`config.mk`:
```
export PLATFORM = sky130hd
export DESIGN_NAME = uart_cmd_seq
export DESIGN_NICKNAME = d
export VERILOG_FILES = /design/src/rtl/uart_cmd_seq.sv
export SDC_FILE = /design/constraint.sdc
export NUM_CORES = 1
export LEC_CHECK = 0
export ABC_AREA = 1
export CAP_MARGIN = 20
export CORE_MARGIN = 2
export CORE_UTILIZATION = 32
export DETAILED_ROUTE_END_ITERATION = 6
export RECOVER_POWER = 25
export SYNTH_ARGS = -nofsm -noshare
export SYNTH_HDL_FRONTEND = slang
export SYNTH_SLANG_ARGS = --single-unit
export TNS_END_PERCENT = 30
```
`constraint.sdc`:
```
create_clock -name clk -period 1.8 [get_ports clk]
set_input_delay 0.36 -clock clk [delete_from_list [all_inputs] [get_ports clk]]
set_output_delay 0.36 -clock clk [all_outputs]
set_load 0.01 [all_outputs]
```
`src/rtl/uart_cmd_seq.sv`:
```
// uart_cmd_seq: assembles framed UART bytes into a command with a
// valid/ready handshake, a per-byte inactivity timeout and overrun reporting.
// Frame: SYNC_BYTE, cmd, addr, data_hi, data_lo [, checksum].
// Optional feature macro: UART_CMD_CHKSUM_EN adds the trailing checksum byte
// (8-bit sum of cmd..checksum must be zero).
module uart_cmd_seq #(
    parameter logic [7:0]  SYNC_BYTE = 8'hAA,
    parameter logic [15:0] TIMEOUT   = 16'd50000
) (
    input  logic        clk,
    input  logic        rst,
    input  logic        rx_rdy,
    input  logic [7:0]  rx_data,
    input  logic        cmd_rdy,
    output logic        cmd_vld,
    output logic [7:0]  cmd,
    output logic [7:0]  addr,
    output logic [15:0] wdata,
    output logic        busy,
    output logic        err,
    output logic [1:0]  err_code
);

    typedef enum logic [2:0] {
        S_IDLE,
        S_CMD,
        S_ADDR,
        S_DHI,
        S_DLO,
`ifdef UART_CMD_CHKSUM_EN
        S_CHK,
`endif
        S_ISSUE
    } state_t;

    localparam logic [1:0] ERR_TIMEOUT  = 2'b01;
`ifdef UART_CMD_CHKSUM_EN
    localparam logic [1:0] ERR_CHECKSUM = 2'b10;
`endif
    localparam logic [1:0] ERR_OVERRUN  = 2'b11;

    state_t      state_q, state_d;
    logic        rx_rdy_q, rx_rdy_d;
    logic [15:0] tmo_cnt_q, tmo_cnt_d;
    logic [7:0]  cmd_q, cmd_d;
    logic [7:0]  addr_q, addr_d;
    logic [7:0]  dhi_q, dhi_d;
    logic [7:0]  dlo_q, dlo_d;
    logic        err_q, err_d;
    logic [1:0]  err_code_q, err_code_d;

    logic        bev;
    logic        in_frame;
    logic        tmo_hit;
    logic        chk_bad;
    logic        ovr;

    assign bev      = rx_rdy & ~rx_rdy_q;
    assign in_frame = (state_q != S_IDLE) && (state_q != S_ISSUE);
    // A byte event in the expiry cycle takes priority over the timeout.
    assign tmo_hit  = in_frame && !bev && (tmo_cnt_q == TIMEOUT - 16'd1);
    assign ovr      = (state_q == S_ISSUE) && bev;

`ifdef UART_CMD_CHKSUM_EN
    logic [7:0] chk_sum;
    assign chk_sum = cmd_q + addr_q + dhi_q + dlo_q + rx_data;
    assign chk_bad = (state_q == S_CHK) && bev && (chk_sum != 8'h00);
`else
    assign chk_bad = 1'b0;
`endif

    // State and datapath registers
    always_ff @(posedge clk) begin
        if (rst) begin
            state_q    <= S_IDLE;
            rx_rdy_q   <= 1'b0;
            tmo_cnt_q  <= '0;
            cmd_q      <= '0;
            addr_q     <= '0;
            dhi_q      <= '0;
            dlo_q      <= '0;
            err_q      <= 1'b0;
            err_code_q <= '0;
        end else begin
            state_q    <= state_d;
            rx_rdy_q   <= rx_rdy_d;
            tmo_cnt_q  <= tmo_cnt_d;
            cmd_q      <= cmd_d;
            addr_q     <= addr_d;
            dhi_q      <= dhi_d;
            dlo_q      <= dlo_d;
            err_q      <= err_d;
            err_code_q <= err_code_d;
        end
    end

    // Next-state logic: advance one field per byte event
    always_comb begin
        state_d = state_q;
        if (tmo_hit) begin
            state_d = S_IDLE;
        end else begin
            case (state_q)
                S_IDLE: if (bev && rx_data == SYNC_BYTE) state_d = S_CMD;
                S_CMD:  if (bev) state_d = S_ADDR;
                S_ADDR: if (bev) state_d = S_DHI;
                S_DHI:  if (bev) state_d = S_DLO;
`ifdef UART_CMD_CHKSUM_EN
                S_DLO:  if (bev) state_d = S_CHK;
                S_CHK:  if (bev) state_d = chk_bad ? S_IDLE : S_ISSUE;
`else
                S_DLO:  if (bev) state_d = S_ISSUE;
`endif
                S_ISSUE: if (cmd_rdy) state_d = S_IDLE;
                default: state_d = S_IDLE;
            endcase
        end
    end

    // Field capture, timeout counter and error reporting
    always_comb begin
        rx_rdy_d   = rx_rdy;
        cmd_d      = cmd_q;
        addr_d     = addr_q;
        dhi_d      = dhi_q;
        dlo_d      = dlo_q;
        err_d      = 1'b0;
        err_code_d = err_code_q;
        tmo_cnt_d  = '0;

        if (in_frame && !bev && !tmo_hit) begin
            tmo_cnt_d = tmo_cnt_q + 16'd1;
        end

        if (bev) begin
            case (state_q)
                S_CMD:  cmd_d  = rx_data;
                S_ADDR: addr_d = rx_data;
                S_DHI:  dhi_d  = rx_data;
                S_DLO:  dlo_d  = rx_data;
                default: ;
            endcase
        end

        if (tmo_hit) begin
            err_d      = 1'b1;
            err_code_d = ERR_TIMEOUT;
        end
`ifdef UART_CMD_CHKSUM_EN
        if (chk_bad) begin
            err_d      = 1'b1;
            err_code_d = ERR_CHECKSUM;
        end
`endif
        if (ovr) begin
            err_d      = 1'b1;
            err_code_d = ERR_OVERRUN;
        end
    end

    // Output decode from registered state
    always_comb begin
        cmd_vld  = (state_q == S_ISSUE);
        busy     = (state_q != S_IDLE);
        cmd      = cmd_q;
        addr     = addr_q;
        wdata    = {dhi_q, dlo_q};
        err      = err_q;
        err_code = err_code_q;
    end

endmodule
```
==> results.yml <==
outcome:
  status: "completed"
die:
  die_w_microns: 90.0
  die_h_microns: 90.0
  io_pins: 49
  initial_core_util_pct: 32.8
  core_sq_mm: 0.00721
  rows: 31
  die-area_sq_mm: 0.00811
hold_path:
  min_path_type: "flip-flop to flip-flop"
  whs_path_depth: 2
detailed_routing:
  drt_pass1_iterations: 4
  vias: 2208
  ant_nets: 0
  drt-initial-drc-count: 93
  vias_per_cell: 4.52
  wirelength_microns: 5700
  drc: 0
  wl_per_cell_microns: 11.6
cts:
  clock_latency_ns: 0.32
  cts_buffer_depth: 2
  cts_root_buf: "clkbuf_8"
  cts_setup_buffers: 0
  cts-resized-gates: 4
  cts_tree: "yes"
  cts_hold_buf: 0
  htreeDepth: 2
  numCtsBuffers: 5
  path_clk_slew_ns: 0.10
  clkSinkCount: 55
job:
  maxCapViolations: 0
synthesis:
  syn_area_sq_mm: 0.00237
  synth_cell_type_count: 25
  avgSynthCellArea_sq_um: 7.33
  ys_warn_count: 0
  synth_top_area_cell: "dfxtp_1"
  synth-seq-area-share_pct: 46.5
  synth_area_leaders: "dfxtp_1 46%, nor2_1 10%, nand2_1 7.8%"
  synth_top_area_share_pct: 46.5
  netlist_instances: 323
  postSynthNetCount: 336
  ys_seq_elements: 55
worst_setup_path:
  critPathArrivalTime_ns: 1.31
  required_ns: 1.44
  critPathCaptureType: "output pin"
  crit_slowest_cell: "dfxtp_1"
  crit_chain: "buf_4 > nor2_4 > nand2_4 > dlygate4sd2_1"
  startpoint_type: "flip-flop"
  r2r_cells: 8
  critPathKind: "flip-flop to output pin"
  crit_fanout: 4
  crit_path_max_incr_delay_ns: 0.32
place:
  place_congestion: 0.888
  hpwl_microns: 4280
  pre_cts_ws_ns: 0.0684
  port_buffers: 48
  dpl.cell_count: 481
timing:
  rsz0062_at_grt: "no"
  max-slew-margin-rel_pct: 71.8
  setup_ws_ns: 0.132
  hold_viol: 0
  fin_crit_sh_pct: 92.7
  slew_viol_final: 0
  clock.fmax_mhz: 600
  skew_ns: 0.0117
  fin_setup_tns_ns: 0
  post-route-min-period_ns: 1.67
  finalSetupViolations: 0
  worst_pin_slew_ns: 0.419
grt:
  overflow: 0
  grt_pass1_vias: 2143
  grt_pass1_wl_microns: 9810
  grt_max_degree: 31
  antenna_found_initial: 0
  track_usage_pct: 14.9
finish:
  area_growth_pct: 32.5
  layout.cells.non_filler: 489
  drive_above_1_share_pct: 9.74
  nNetsFinal: 402
  diodes: 0
power_and_ir_drop:
  p_per_area_mw_per_mm2: 1030
  p_total_mw: 3.25
  max-vdd-ir-drop_mv: 0.419
  power_leakage_nw: 1.24
==> final timing paths <==
| path | start | to | slack [ns] |
|---|---|---|---|
| hold / removal | dhi_q[1] | dhi_q[1] | 0.47 |
| setup reg to reg | tmo_cnt_q[0] | state_q[2] | 0.26 |
| hold reg to reg | dhi_q[1] | dhi_q[1] | 0.47 |
| setup / recovery | state_q[2] | busy | 0.13 |
==> cells by family (layout without fill, tap and decap cells) <==
logic type | Yosys count | after routing | share of synthesized area, %
simple gates | 152 | 152 | 28.5
compound gates | 62 | 62 | 13.8
flops | 55 | 55 | 46.5
buf+inv | 49 | 116 | 9.19
xor+xnor | 4 | 4 | 1.48
fa+ha+maj | 1 | 1 | 0.528
==> where the power goes <==
part | internal, mW | switching (mW) | total [mW]
logic | 0.461 | 0.605 | 1.07
registers | 1.35 | 0.0970 | 1.45
clock network | 0.289 | 0.447 | 0.736
==> metrics by stage <==
step	utilization, %	area, sq um	hold WS (ns)
after floorplan	-	2370	0.417
after global placement	42.5	3070	0.433
after detailed placement	42.5	3070	0.448
after CTS	43.9	3170	0.469
after global routing	43.5	3140	0.505
final	43.5	3140	0.466
==> per-layer routing <==
layer | GRT usage, % | wire [microns]
met1 | 18.0 | 2570
met3 | 4.86 | 310
met4 | 3.46 | 65
met5 | 0 | 0
met2 | 25.5 | 2750
==> state kept, by name, indices dropped and copies added, names as in the netlist <==
signal / cells
err_code: 2
addr: 8
dhi_q: 8
state_q: 3
tmo_cnt_q: 16
dlo_q: 8
cmd: 8
rx_rdy_q: 1
err: 1
==> synth_stat cells (all sizes together) <==
master and count:
dfxtp 55, xnor2 1, xor2 3, o21ai 31
nand4 4, buf 6, clkbuf 3, nand3 17
nor2 71, inv 40, a31oi 1, or2 1
nor3 7, a21oi 30, nand2 52, ha 1
==> layout make-up <==
type                            count  area, sq um
Sequential cell                    55         1100
Clock inverter                      3         28.8
Clock buffer                        5         68.8
Timing Repair Buffer               68          618
Tap cell                           99          124
Inverter                           40          150
Multi-Input combinational cell    219         1050
Fill cell                         779         4080
==> cell usage in the layout, fill, tap and decap left out, types with 7 or more instances in the layout <==
| cell | Yosys | routed |
|---|---|---|
| o21ai_0 | 31 | 31 |
| buf_4 | 4 | 13 |
| nor3_1 | 7 | 7 |
| dfxtp_1 | 55 | 54 |
| nand3_1 | 16 | 16 |
| nand2_1 | 49 | 49 |
| a21oi_1 | 26 | 26 |
| inv_1 | 39 | 39 |
| clkdlybuf4s50_1 | 0 | 46 |
| nor2_1 | 64 | 65 |
==> worst max-delay path: cells and delay by family (launching register included) <==
| kind | cells | cell delay, ns |
|---|---|---|
| buffers and inverters | 2 | 0.43 |
| DFF | 1 | 0.32 |
| and+or+nand+nor | 2 | 0.24 |
(Power assumes the default switching activity.)
